### config.mk
export PLATFORM = sky130hd
export DESIGN_NAME = inst_queue_flat
export DESIGN_NICKNAME = d
export VERILOG_FILES = /design/src/rtl/inst_queue_if.sv /design/src/rtl/inst_queue.sv /design/src/flat_wrapper.sv
export SDC_FILE = /design/constraint.sdc
export NUM_CORES = 1
export LEC_CHECK = 0
export BUFFER_PORTS_ARGS = -buffer_cell sky130_fd_sc_hd__buf_2
export CORE_MARGIN = 3
export CORE_UTILIZATION = 60
export CTS_BUF_LIST = sky130_fd_sc_hd__clkbuf_4 sky130_fd_sc_hd__clkbuf_8 sky130_fd_sc_hd__clkbuf_16
export DETAILED_ROUTE_END_ITERATION = 6
export PLACE_DENSITY_LB_ADDON = 0.05
export SLEW_MARGIN = 15
export SYNTH_ARGS = -nofsm -noshare
export SYNTH_HDL_FRONTEND = slang
export SYNTH_SLANG_ARGS = --single-unit
### constraint.sdc
create_clock -name clk -period 10.3 [get_ports clk]
set_input_delay 2.06 -clock clk [delete_from_list [all_inputs] [get_ports clk]]
set_output_delay 2.06 -clock clk [all_outputs]
set_load 0.01 [all_outputs]
### src/rtl/inst_queue_if.sv
`default_nettype none
// ============================================================================
// Module      : inst_queue_if
// Description : Fetch-side and decode-side signal bundle of the instruction
//               queue. The queue uses the slave modport; the fetch/decode
//               side (or a testbench) uses the master modport.
//   flush            redirect: discard all queued entries
//   in_valid/ready   fetch packet handshake
//   in_inst[63:0]    {inst at in_pc+4, inst at in_pc}
//   in_pc            PC of the low word
//   in_mask[1:0]     lane enables (bit0 low word, bit1 high word)
//   out_valid[1:0]   thermometer valid of the two oldest entries
//   out_inst0/pc0    oldest entry
//   out_inst1/pc1    second-oldest entry
//   out_pop[1:0]     entries consumed this cycle
// Revision    : 1.0 - initial release
// ============================================================================
interface inst_queue_if #(
  parameter int PC_W = 32
);
  logic            flush;
  logic            in_valid;
  logic            in_ready;
  logic [63:0]     in_inst;
  logic [PC_W-1:0] in_pc;
  logic [1:0]      in_mask;
  logic [1:0]      out_valid;
  logic [31:0]     out_inst0;
  logic [PC_W-1:0] out_pc0;
  logic [31:0]     out_inst1;
  logic [PC_W-1:0] out_pc1;
  logic [1:0]      out_pop;

  modport master (
    output flush, in_valid, in_inst, in_pc, in_mask, out_pop,
    input  in_ready, out_valid, out_inst0, out_pc0, out_inst1, out_pc1
  );

  modport slave (
    input  flush, in_valid, in_inst, in_pc, in_mask, out_pop,
    output in_ready, out_valid, out_inst0, out_pc0, out_inst1, out_pc1
  );
endinterface
`default_nettype wire

### src/rtl/inst_queue.sv
`default_nettype none
// ============================================================================
// Module      : inst_queue
// Description : Dual-issue instruction queue. Accepts fetch packets of up to
//               two instructions, stores them in program order with their PCs
//               in a DEPTH-entry circular buffer, and presents the two oldest
//               entries to decode. Decode retires 0..2 entries per cycle;
//               flush empties the queue.
// Ports       : clk  - clock, rising edge
//               rst  - asynchronous reset, active-low
//               bus  - inst_queue_if.slave (fetch input, decode output)
// Options     : INST_QUEUE_BYPASS_EN - when defined, a packet accepted into
//               an empty queue is presented on the outputs in the same cycle;
//               lanes popped in that cycle are never written to storage.
// Revision    : 1.0 - initial release
// ============================================================================
module inst_queue #(
  parameter int DEPTH = 8,
  parameter int PC_W  = 32
) (
  input  wire           clk,
  input  wire           rst,
  inst_queue_if.slave   bus
);
  localparam int c_aw = $clog2(DEPTH);
  localparam int c_cw = c_aw + 1;

  logic [31:0]     r_inst [DEPTH];
  logic [PC_W-1:0] r_pc   [DEPTH];
  logic [c_aw-1:0] r_rd_ptr;
  logic [c_aw-1:0] r_wr_ptr;
  logic [c_cw-1:0] r_count;

  logic [31:0]     w_lane0_inst, w_lane1_inst;
  logic [PC_W-1:0] w_lane0_pc, w_lane1_pc;
  logic [1:0]      w_push_n;
  logic            w_accept;
  logic            w_ready;
  logic            w_byp;
  logic [c_aw-1:0] w_rd1;
  logic [1:0]      w_valid;
  logic [31:0]     w_o_inst0, w_o_inst1;
  logic [PC_W-1:0] w_o_pc0, w_o_pc1;
  logic [1:0]      w_nvalid;
  logic [1:0]      w_eff_pop;
  logic [1:0]      w_pop_q;
  logic [1:0]      w_skip;
  logic [1:0]      w_store_n;
  logic [31:0]     w_wr0_inst;
  logic [PC_W-1:0] w_wr0_pc;

  // rst is active-low, so it doubles as the "out of reset" qualifier here.
  assign w_ready  = rst & ~bus.flush & (r_count <= c_cw'(DEPTH - 2));
  assign w_accept = bus.in_valid & w_ready;
  assign w_rd1    = r_rd_ptr + c_aw'(1);

  // Pack the enabled lanes so the first enabled lane is always lane0.
  always_comb begin
    w_lane0_inst = bus.in_mask[0] ? bus.in_inst[31:0] : bus.in_inst[63:32];
    w_lane0_pc   = bus.in_mask[0] ? bus.in_pc : bus.in_pc + PC_W'(4);
    w_lane1_inst = bus.in_inst[63:32];
    w_lane1_pc   = bus.in_pc + PC_W'(4);
    w_push_n     = {1'b0, bus.in_mask[0]} + {1'b0, bus.in_mask[1]};
  end

`ifdef INST_QUEUE_BYPASS_EN
  // flush already forces w_ready low, so w_accept implies no flush.
  assign w_byp = w_accept & (r_count == '0);
`else
  assign w_byp = 1'b0;
`endif

  always_comb begin
    w_valid   = {r_count >= c_cw'(2), r_count >= c_cw'(1)};
    w_o_inst0 = r_inst[r_rd_ptr];
    w_o_pc0   = r_pc[r_rd_ptr];
    w_o_inst1 = r_inst[w_rd1];
    w_o_pc1   = r_pc[w_rd1];
    if (w_byp) begin
      w_valid   = {w_push_n == 2'd2, 1'b1};
      w_o_inst0 = w_lane0_inst;
      w_o_pc0   = w_lane0_pc;
      w_o_inst1 = w_lane1_inst;
      w_o_pc1   = w_lane1_pc;
    end
    if (!w_valid[0]) begin
      w_o_inst0 = '0;
      w_o_pc0   = '0;
    end
    if (!w_valid[1]) begin
      w_o_inst1 = '0;
      w_o_pc1   = '0;
    end
  end

  // Pop is clamped to what is actually presented; excess is ignored.
  always_comb begin
    w_nvalid  = {1'b0, w_valid[0]} + {1'b0, w_valid[1]};
    w_eff_pop = (bus.out_pop > w_nvalid) ? w_nvalid : bus.out_pop;
    // A bypass pop consumes incoming lanes, not storage.
    w_pop_q   = w_byp ? 2'd0 : w_eff_pop;
    w_skip    = w_byp ? w_eff_pop : 2'd0;
    w_store_n = w_accept ? (w_push_n - w_skip) : 2'd0;
    w_wr0_inst = (w_skip == 2'd0) ? w_lane0_inst : w_lane1_inst;
    w_wr0_pc   = (w_skip == 2'd0) ? w_lane0_pc   : w_lane1_pc;
  end

  always_ff @(posedge clk or negedge rst) begin
    if (!rst) begin
      r_rd_ptr <= '0;
      r_wr_ptr <= '0;
      r_count  <= '0;
      for (int i = 0; i < DEPTH; i++) begin
        r_inst[i] <= '0;
        r_pc[i]   <= '0;
      end
    end else if (bus.flush) begin
      r_rd_ptr <= '0;
      r_wr_ptr <= '0;
      r_count  <= '0;
    end else begin
      if (w_store_n != 2'd0) begin
        r_inst[r_wr_ptr] <= w_wr0_inst;
        r_pc[r_wr_ptr]   <= w_wr0_pc;
      end
      if (w_store_n == 2'd2) begin
        r_inst[r_wr_ptr + c_aw'(1)] <= w_lane1_inst;
        r_pc[r_wr_ptr + c_aw'(1)]   <= w_lane1_pc;
      end
      r_wr_ptr <= r_wr_ptr + c_aw'(w_store_n);
      r_rd_ptr <= r_rd_ptr + c_aw'(w_pop_q);
      r_count  <= r_count + c_cw'(w_store_n) - c_cw'(w_pop_q);
    end
  end

  assign bus.in_ready  = w_ready;
  assign bus.out_valid = w_valid;
  assign bus.out_inst0 = w_o_inst0;
  assign bus.out_pc0   = w_o_pc0;
  assign bus.out_inst1 = w_o_inst1;
  assign bus.out_pc1   = w_o_pc1;
endmodule
`default_nettype wire
### src/flat_wrapper.sv
// flat-port wrapper written by rule: the top's interface ports become plain ports
module inst_queue_flat 
#(
  parameter int DEPTH = 8,
  parameter int PC_W  = 32
)
  (clk, rst, bus_flush, bus_in_valid, bus_in_inst, bus_in_pc, bus_in_mask, bus_out_pop, bus_in_ready, bus_out_valid, bus_out_inst0, bus_out_pc0, bus_out_inst1, bus_out_pc1);
  inst_queue_if #(.PC_W(PC_W)) bus_i ();
  input  wire clk;
  input  wire rst;
  input wire logic [$bits(bus_i.flush)-1:0] bus_flush;
  input wire logic [$bits(bus_i.in_valid)-1:0] bus_in_valid;
  input wire logic [$bits(bus_i.in_inst)-1:0] bus_in_inst;
  input wire logic [$bits(bus_i.in_pc)-1:0] bus_in_pc;
  input wire logic [$bits(bus_i.in_mask)-1:0] bus_in_mask;
  input wire logic [$bits(bus_i.out_pop)-1:0] bus_out_pop;
  output wire logic [$bits(bus_i.in_ready)-1:0] bus_in_ready;
  output wire logic [$bits(bus_i.out_valid)-1:0] bus_out_valid;
  output wire logic [$bits(bus_i.out_inst0)-1:0] bus_out_inst0;
  output wire logic [$bits(bus_i.out_pc0)-1:0] bus_out_pc0;
  output wire logic [$bits(bus_i.out_inst1)-1:0] bus_out_inst1;
  output wire logic [$bits(bus_i.out_pc1)-1:0] bus_out_pc1;
  assign bus_i.flush = bus_flush;
  assign bus_i.in_valid = bus_in_valid;
  assign bus_i.in_inst = bus_in_inst;
  assign bus_i.in_pc = bus_in_pc;
  assign bus_i.in_mask = bus_in_mask;
  assign bus_i.out_pop = bus_out_pop;
  assign bus_in_ready = bus_i.in_ready;
  assign bus_out_valid = bus_i.out_valid;
  assign bus_out_inst0 = bus_i.out_inst0;
  assign bus_out_pc0 = bus_i.out_pc0;
  assign bus_out_inst1 = bus_i.out_inst1;
  assign bus_out_pc1 = bus_i.out_pc1;
  inst_queue #(.DEPTH(DEPTH), .PC_W(PC_W)) u_core (.clk(clk), .rst(rst), .bus(bus_i));
endmodule
# Word-level counts from Yosys, hierarchy flattened
# Index checks and enable logic that the tools add are counted.
[totals]
reg_bits = 522
latch_bits = 0
ramBits = 0
mem_bits_ro = 0
in_bits = 104
out_inout_bits = 131
wordCells = 87
n_memories = 0
[classes]
n_addsub = 9
mul = 0
div_mod_pow = 0
order_cmp = 10
n_eq_ne = 1
shift = 0
n_mux = 37
bitwise = 8
reduce_logical = 3
[op_table]
columns = ["cell", "count"]
rows = [
  ["two-way mux 256 bit", 6],
  ["bitwise mux 256 bit", 4],
  ["two-way mux 32 bit", 16],
  ["binary-select mux 32 bit (select 3 bit)", 4],
  ["demux 32 bit (select 3 bit)", 2],
  ["adder 32 x 3 -> 32 bit, second input constant", 1],
  ["greater-or-equal comparator 4 bit, second input constant", 4],
  ["NOT 3 -> 4 bit", 4],
  ["< comparator 4 x 1 -> 1 bit, second input constant", 2],
  ["adder 3 x 1 -> 3 bit, second input constant", 2],
  ["adder 3 x 2 -> 3 bit", 2],
  ["two-way mux 3 bit", 2],
  ["adder 1 x 1 -> 2 bit", 2],
  ["adder 4 x 2 -> 4 bit", 1],
  ["greater-or-equal comparator 4 x 1 -> 1 bit, second input constant", 1],
  ["greater-or-equal comparator 4 x 2 -> 1 bit, second input constant", 1],
  ["<= comparator 4 x 3 -> 1 bit, second input constant", 1],
  ["two-way mux 2 bit", 2],
  ["two-way mux 4 bit", 1],
  ["subtractor 4 x 2 -> 4 bit", 1],
  ["AND 1 bit", 3],
  ["equality test 2 bit, second input constant", 1],
  ["greater-than comparator 2 bit", 1],
  ["logical AND 1 bit", 2],
  ["other kinds (2)", 2],
]

# Longest topological paths before layout
# Gate-level depths: netlist (run 1).
[depth]
word_depth = 10
depth_mapped = 21
depth_no_buf = 19

# Worst setup path after synthesis (run 1)
# Ideal clock, no wire load.
[synth_timing]
path_kind = "in2out"
from = "input bus_flush"
to = "output bus_in_ready"
arrival_ns = 2.361
required_time_ns = 8.240
setup_slack_ns = 5.879
path_stages = 2
path_buffers = 0
cell_sequence = "nand2b_1 nor2_1"
[synth_via]
elab_chain_cells = 3
[synth_lines]
columns = ["item", "line", "source"]
rows = [
  ["start, declared", "flat_wrapper.sv:11", "input wire logic [$bits(bus_i.flush)-1:0] bus_flush;"],
  ["NOT 1 bit", "inst_queue.sv:53", "assign w_ready = rst & ~bus.flush & (r_count <= c_cw'(DEPTH - 2));"],
  ["AND 1 bit (2 in series)", "inst_queue.sv:53", ""],
  ["end, declared", "flat_wrapper.sv:17", "output wire logic [$bits(bus_i.in_ready)-1:0] bus_in_ready;"],
]
# No other way between the ends.

# Worst setup path after layout (run 1)
[layout_timing]
from = "register u_core.r_rd_ptr[0]"
to = "output bus_out_pc1[29]"
[layout_via]
elab_chain_cells = 6
[layout_lines]
columns = ["item", "line", "source"]
rows = [
  ["start, declared", "inst_queue.sv:30", "logic [c_aw-1:0] r_rd_ptr;"],
  ["start signal, assigned", "inst_queue.sv:131", "r_rd_ptr <= r_rd_ptr + c_aw'(w_pop_q);"],
  ["adder 3 x 1 -> 3 bit", "inst_queue.sv:55", "assign w_rd1 = r_rd_ptr + c_aw'(1);"],
  ["NOT 3 -> 4 bit (not written as such)", "inst_queue.sv:78", "w_o_pc1 = r_pc[w_rd1];"],
  ["binary-select mux 32 bit (select 3 bit)", "inst_queue.sv:78", ""],
  ["two-way mux 32 bit (not written as such) (2 in series)", "inst_queue.sv:78", ""],
  ["two-way mux 32 bit", "inst_queue.sv:90", "if (!w_valid[1]) begin"],
  ["end, declared", "flat_wrapper.sv:22", "output wire logic [$bits(bus_i.out_pc1)-1:0] bus_out_pc1;"],
]
# No other way between the ends. The select of a mux whose other input is x is not followed.

==> results of run 1 <==
## layout by cell type, fill, tap and decap left out, drive strengths merged, types with 25 or more instances in the layout
| master | n |
|---|---|
| mux2i | 99 |
| a22oi | 33 |
| nand2 | 471 |
| xor2 | 25 |
| o22ai | 118 |
| clkbuf | 98 |
| xnor2 | 27 |
| a211oi | 49 |
| mux4 | 256 |
| o21ai | 104 |
| buf | 289 |
| o221a | 200 |
| dfrtp | 522 |
| a21oi | 175 |
| a221oi | 62 |
| nor2 | 452 |
## worst paths after layout
path / depth (start not counted) / slack (ns) / end
worst max register to register: 17 / 5.66 / u_core.r_count[2]$_DFF_PN0_
worst min-delay path: 2 / 0.52 / u_core.r_pc[33]$_DFFE_PN0N_
worst max-delay path: 6 / 3.87 / bus_out_pc1[29]
worst min register to register: 2 / 0.52 / u_core.r_pc[33]$_DFFE_PN0N_
min in group asynchronous: 1 / 1.40 / u_core.r_inst[8]$_DFFE_PN0N_
max in group asynchronous: 4 / 5.81 / u_core.r_pc[168]$_DFFE_PN0N_
## state kept, by name (all words and copies together), names as in the netlist
| register | cells |
|---|---|
| u_core.r_inst | 256 |
| u_core.r_rd_ptr | 3 |
| u_core.r_pc | 256 |
| u_core.r_wr_ptr | 3 |
| u_core.r_count | 4 |
## layout make-up
class	count	area, um2	area share
Multi-Input combinational cell	2273	18100	0.505
Clock inverter	10	125	0.00350
Tap cell	688	861	0.0241
Timing Repair Buffer	289	1630	0.0457
Clock buffer	98	1900	0.0533
Antenna cell	1	2.50	0.0000700
Sequential cell	522	13100	0.366
Inverter	24	90.1	0.00252
## kinds of logic after synthesis
group / synth area share
XOR/XNOR: 0.0146
flip-flops: 0.403
adder cells (fa/ha/maj): 0.00904
AO/OA/AOI/OAI: 0.181
multiplexers: 0.213
buffers and inverters: 0.0452
AND/OR/NAND/NOR: 0.134
## per-stage QoR
step / hold WS, ns / instances / power (W)
finish: 0.518 / 3905 / 0.00889
floorplan: 0.450 / 3137 / 0.00531
detailed placement: 0.504 / 3796 / 0.00663
global placement: 0.484 / 3796 / 0.00654
global route: 0.532 / 3905 / 0.00926
CTS: 0.517 / 3904 / 0.00884
## report_power, final
part | total, W | switching [W] | internal (W)
Combinational | 0.00386 | 0.00210 | 0.00176
Sequential | 0.00281 | 0.000390 | 0.00242
Clock | 0.00222 | 0.000898 | 0.00133
## per-layer routing
metal / share of wire / routed length, um
met4: 0.063 / 7900
met5: 0.00020 / 25
met3: 0.14 / 17400
met2: 0.44 / 54800
met1: 0.36 / 44600
## tightest hold or removal path: stages, from the launching register on
cell     delay (ns)
dfrtp_1        0.38
nand2_1        0.06
nand2_1        0.05
==> impl_metrics.toml, run 1 <==
[critical_path]
cp-start-kind = "flip-flop"
r2r_start = "u_core.r_count[3]$_DFF_PN0_"
crit_start = "u_core.r_rd_ptr[0]$_DFF_PN0_"
crit_fanout = 39
crit_path_end_kind = "output port"
slowest_stage = "xor2_4"
timing.setup.critical_path_class = "reg2out"
path_cells = "ha_4 > xor2_4 > buf_4 > nand2_1 > a21oi_1 > buf_2"
cp_top_family = "buffers and inverters"
arrival_ns = 4.37
crit_path_max_incr_delay_ns = 0.89
crit_buf_inv = 2
worst_ep_required_time_ns = 8.24

[run]
maxCapViolCount = 0

[logic_synthesis]
synthArstFlopShare = 1.00
synth_cell_types = 66
synthDominantCellAreaShare = 0.403
avgSynthCellArea_um2 = 10.3
synth_area_leaders = "dfrtp_1 40%, mux4_2 18%, o221a_2 7.0%, nand2_1 5.5%, nor2_1 5.2%"
yosysMostFrequentCell = "dfrtp_1"
synth_ff_type = "dfrtp_1"
ys_ff_latch = 522
ys.warnings.count = 0
synthTopCellsByCount = "522 x dfrtp_1, 471 x nand2_1, 451 x nor2_1"
syn_inst = 3137
synth-edff-count = 0
netlist_area_um2 = 32400
yosys.area.top_type = "dfrtp_1"
seq_area_frac_synth = 0.403
syn_nets = 3262

[grt]
grt_overflow = 0
antenna_found_initial = 4
grt_most_used_layer = "met2"
globalRouteMet3Util = 0.136
grt_first_pass_wirelength_um = 187000
grt_use_total = 0.438
grtUsageMet2 = 0.652
grt_max_degree = 150
grt_pass1_vias = 29739
use_met1 = 0.584

[clock_tree]
hold_buffers = 0
path_clk_slew_ns = 0.06
numCtsBuffers = 59
htree_levels = 2
cts_setup_buffers = 0
cts_tree = "done"
clk_latency_ns = 0.64
cts_resized = 0
clk_path_buf_depth = 3
cts_num_sinks = 522
ctsRootBufferMaster = "clkbuf_16"

[drt]
ant_nets = 0
drc_errors = 0
drt-initial-drc-count = 4561
wl_per_cell_um = 32.0
vias = 29715
firstDrtPassIters = 6
via_per_inst = 7.61
wirelength_um = 125000

[pwr]
p_leak_nw = 14.5
cellPowerDensity_nw_per_um2 = 249
irDropWorstVdd_mv = 0.188

[floorplanning]
ioPinCount = 235
coreArea_um2 = 53000
fp-row-count = 84
dieArea_um2 = 56800
die_w_um = 238
die_y_um = 238
start_util = 0.611

[timing]
rsz0062_at_grt = "false"
setup_ws_ns = 3.87
clock_skew_ns = 0.0157
finalHoldViolCount = 0
relSlewSlack = 0.114
setup_tns_ns = 0
slew_viol_final = 0
setup_viol = 0
fin_crit_sh = 0.624
fin_crit_ns = 6.43
tightest_slew_ns = 1.32
fmax_ghz = 0.156

[place]
port_buffers = 234
dpl_worst_slack_ns = 4.60
dp_hpwl_um = 71400
dpl_cell_area_um2 = 33700
globalplace.congestion = 0.933

[layout]
n_fill_cell = 4124
final_nets = 3294
design_area_um2 = 35800
area_growth_pct = 10.4
drive_gt1_frac = 0.288
final_util = 0.675

[outcome]
outcome = "finished clean"

[min_path]
hold_class = "reg2reg"
min-delay-start = "u_core.r_pc[33]$_DFFE_PN0N_"
No activity file was read; power rests on OpenSTA's default activity.
==> inputs of run 2 (changes only) <==
- CORE_UTILIZATION: 60 -> 56
- clock period: 10.3 -> 5.2 ns (I/O delays scaled with it)
==> run 2 against run 1 <==
  * Critical path type unchanged
  * Flip-flop and latch count stayed put
  * Utilization is 3.7 points lower
  * Largest cell class unchanged
  * Non-clock buffer count is 36 higher
  * The flow now finishes with violations (DRC)
  * Highest routed layer unchanged
  * Sequential power is 94% higher
  * Clock-buffer cell count is 10 lower
  * Sequential share of layout area is 0.48 points lower
  * First-iteration DRC count is 11% lower
  * Worst setup slack worse by 3.2 ns
  * Global-route usage is 1.6 points lower
  * Register-to-register slack worse by 4.5 ns
  * Cell count is 2.7% higher
==> impl_metrics.toml, run 2 (synthesis results as in run 1) <==
[grt]
grt_overflow = 0
grt_use_total = 0.422
globalRouteMet3Util = 0.109
grt_max_degree = 156
grtUsageMet2 = 0.628
use_met1 = 0.560
grt_pass1_vias = 29781
antenna_found_initial = 3
grt_most_used_layer = "met2"
grt_first_pass_wirelength_um = 191000

[timing]
relSlewSlack = 0.212
clock_skew_ns = 0.0369
fin_crit_ns = 4.49
rsz0062_at_grt = "false"
setup_viol = 0
finalHoldViolCount = 0
fmax_ghz = 0.223
tightest_slew_ns = 1.18
fin_crit_sh = 0.863
slew_viol_final = 0
setup_tns_ns = 0

[place]
dp_hpwl_um = 75300
place_inst = 3900
port_buffers = 234
globalplace.congestion = 0.948

[clock_tree]
ctsRootBufferMaster = "clkbuf_16"
cts_num_sinks = 522
clk_latency_ns = 0.66
htree_levels = 2
hold_buffers = 0
numCtsBuffers = 58
clk_path_buf_depth = 3
cts_resized = 0
cts_setup_buffers = 0
cts_tree = "done"
path_clk_slew_ns = 0.07

[critical_path]
cp_top_family = "buffers and inverters"
crit_buf_inv = 3
worst_ep_required_time_ns = 4.16
critPathMostFrequentCell = "buf_4"
crit_path_max_incr_delay_ns = 0.65
crit_start = "u_core.r_rd_ptr[0]$_DFF_PN0_"
r2r_start = "u_core.r_count[2]$_DFF_PN0_"
slowest_stage = "buf_4"
arrival_ns = 3.45
crit_fanout = 44
crit_path_end_kind = "output port"
cp-start-kind = "flip-flop"
timing.setup.critical_path_class = "reg2out"
path_cells = "buf_4 > buf_4 > mux4_2 > mux2i_1 > nor2_1 > buf_2"

[pwr]
p_leak_nw = 14.7
cellPowerDensity_nw_per_um2 = 486
p_total_w = 0.0176
irDropWorstVdd_mv = 0.486

[run]
maxCapViolCount = 0

[floorplanning]
die_w_um = 247
fp-row-count = 87
coreArea_um2 = 56800
start_util = 0.570
ioPinCount = 235
die_y_um = 247
dieArea_um2 = 60800

[drt]
ant_nets = 0
wl_per_cell_um = 32.1
via_per_inst = 7.48
vias = 29972
drt-initial-drc-count = 4081
wirelength_um = 129000
drc_errors = 1
firstDrtPassIters = 7

[outcome]
outcome = "complete, but fails checks"
failed_checks = "DRC"

[layout]
drive_gt1_frac = 0.294
final_common_cell = "dfrtp_1"
final_nets = 3329
final_util = 0.638
final_cell_mix = "519 x dfrtp_1, 463 x nand2_1, 445 x nor2_1, 256 x mux4_2, 232 x buf_2"
area_growth_pct = 11.9
top_regs = "u_core.r_inst: 256 flops, u_core.r_pc: 256 flops, u_core.r_count: 4 flops"
n_fill_cell = 4582
layout.cells.non_filler = 4009

[min_path]
hold_class = "in2async"
[run 2: cell types whose count changed in the layout (fill, tap and decap cells not counted), moves of 2 or more]
cell | before | now
buf_12 | 3 | 16
buf_4 | 53 | 76
clkbuf_4 | 21 | 13
clkbuf_8 | 16 | 14
clkinv_2 | 7 | 14
nor2_1 | 441 | 445
nor2_2 | 5 | 1
[run 2: final cells by class]
cell class	instances	area (um2)	share of cell area
clock buffer	88	1820	0.0501
sequential	522	13100	0.361
antenna	1	2.50	0.0000691
clock inverter	20	185	0.00511
timing repair buffer	325	2070	0.0570
multi-input combinational	2273	18100	0.498
tap	756	946	0.0261
inverter	24	90.1	0.00249
[run 2: per-layer routing]
layer  vias to the layer above  wire length [um]
met2                      2496             56900
met1                     14960             46600
met5                         -                12
met3                       607             16500
met4                         4              8790
li1                      11905                 -
[run 2: power breakdown]
| part | switching (W) | internal, W | leakage (nW) |
|---|---|---|---|
| combinational | 0.00426 | 0.00354 | 6.79 |
| clock | 0.00182 | 0.00255 | 1.02 |
| sequential | 0.000667 | 0.00479 | 6.89 |
| total | 0.00674 | 0.0109 | 14.7 |
[run 2: through the flow]
stage	instance area [um2]	setup WS [ns]	hold slack [ns]
after floorplan	32400	1.33	0.450
after global placement	34200	1.29	0.474
after detailed placement	34200	1.21	0.491
after CTS	36200	0.643	0.206
after global routing	36200	0.538	0.225
final	36200	0.711	0.213
[run 2: path summary, 6_finish.rpt]
| path | end | cells past startpoint | slack (ns) |
|---|---|---|---|
| max in group asynchronous | u_core.r_pc[11]$_DFFE_PN0N_ | 4 | 2.42 |
| worst min-delay path | u_core.r_pc[153]$_DFFE_PN0N_ | 1 | 0.21 |
| min in group clk | u_core.r_pc[33]$_DFFE_PN0N_ | 2 | 0.51 |
| worst max-delay path | bus_out_inst0[6] | 6 | 0.71 |
| worst min register to register | u_core.r_pc[33]$_DFFE_PN0N_ | 2 | 0.51 |
| worst max register to register | u_core.r_count[1]$_DFF_PN0_ | 16 | 1.18 |
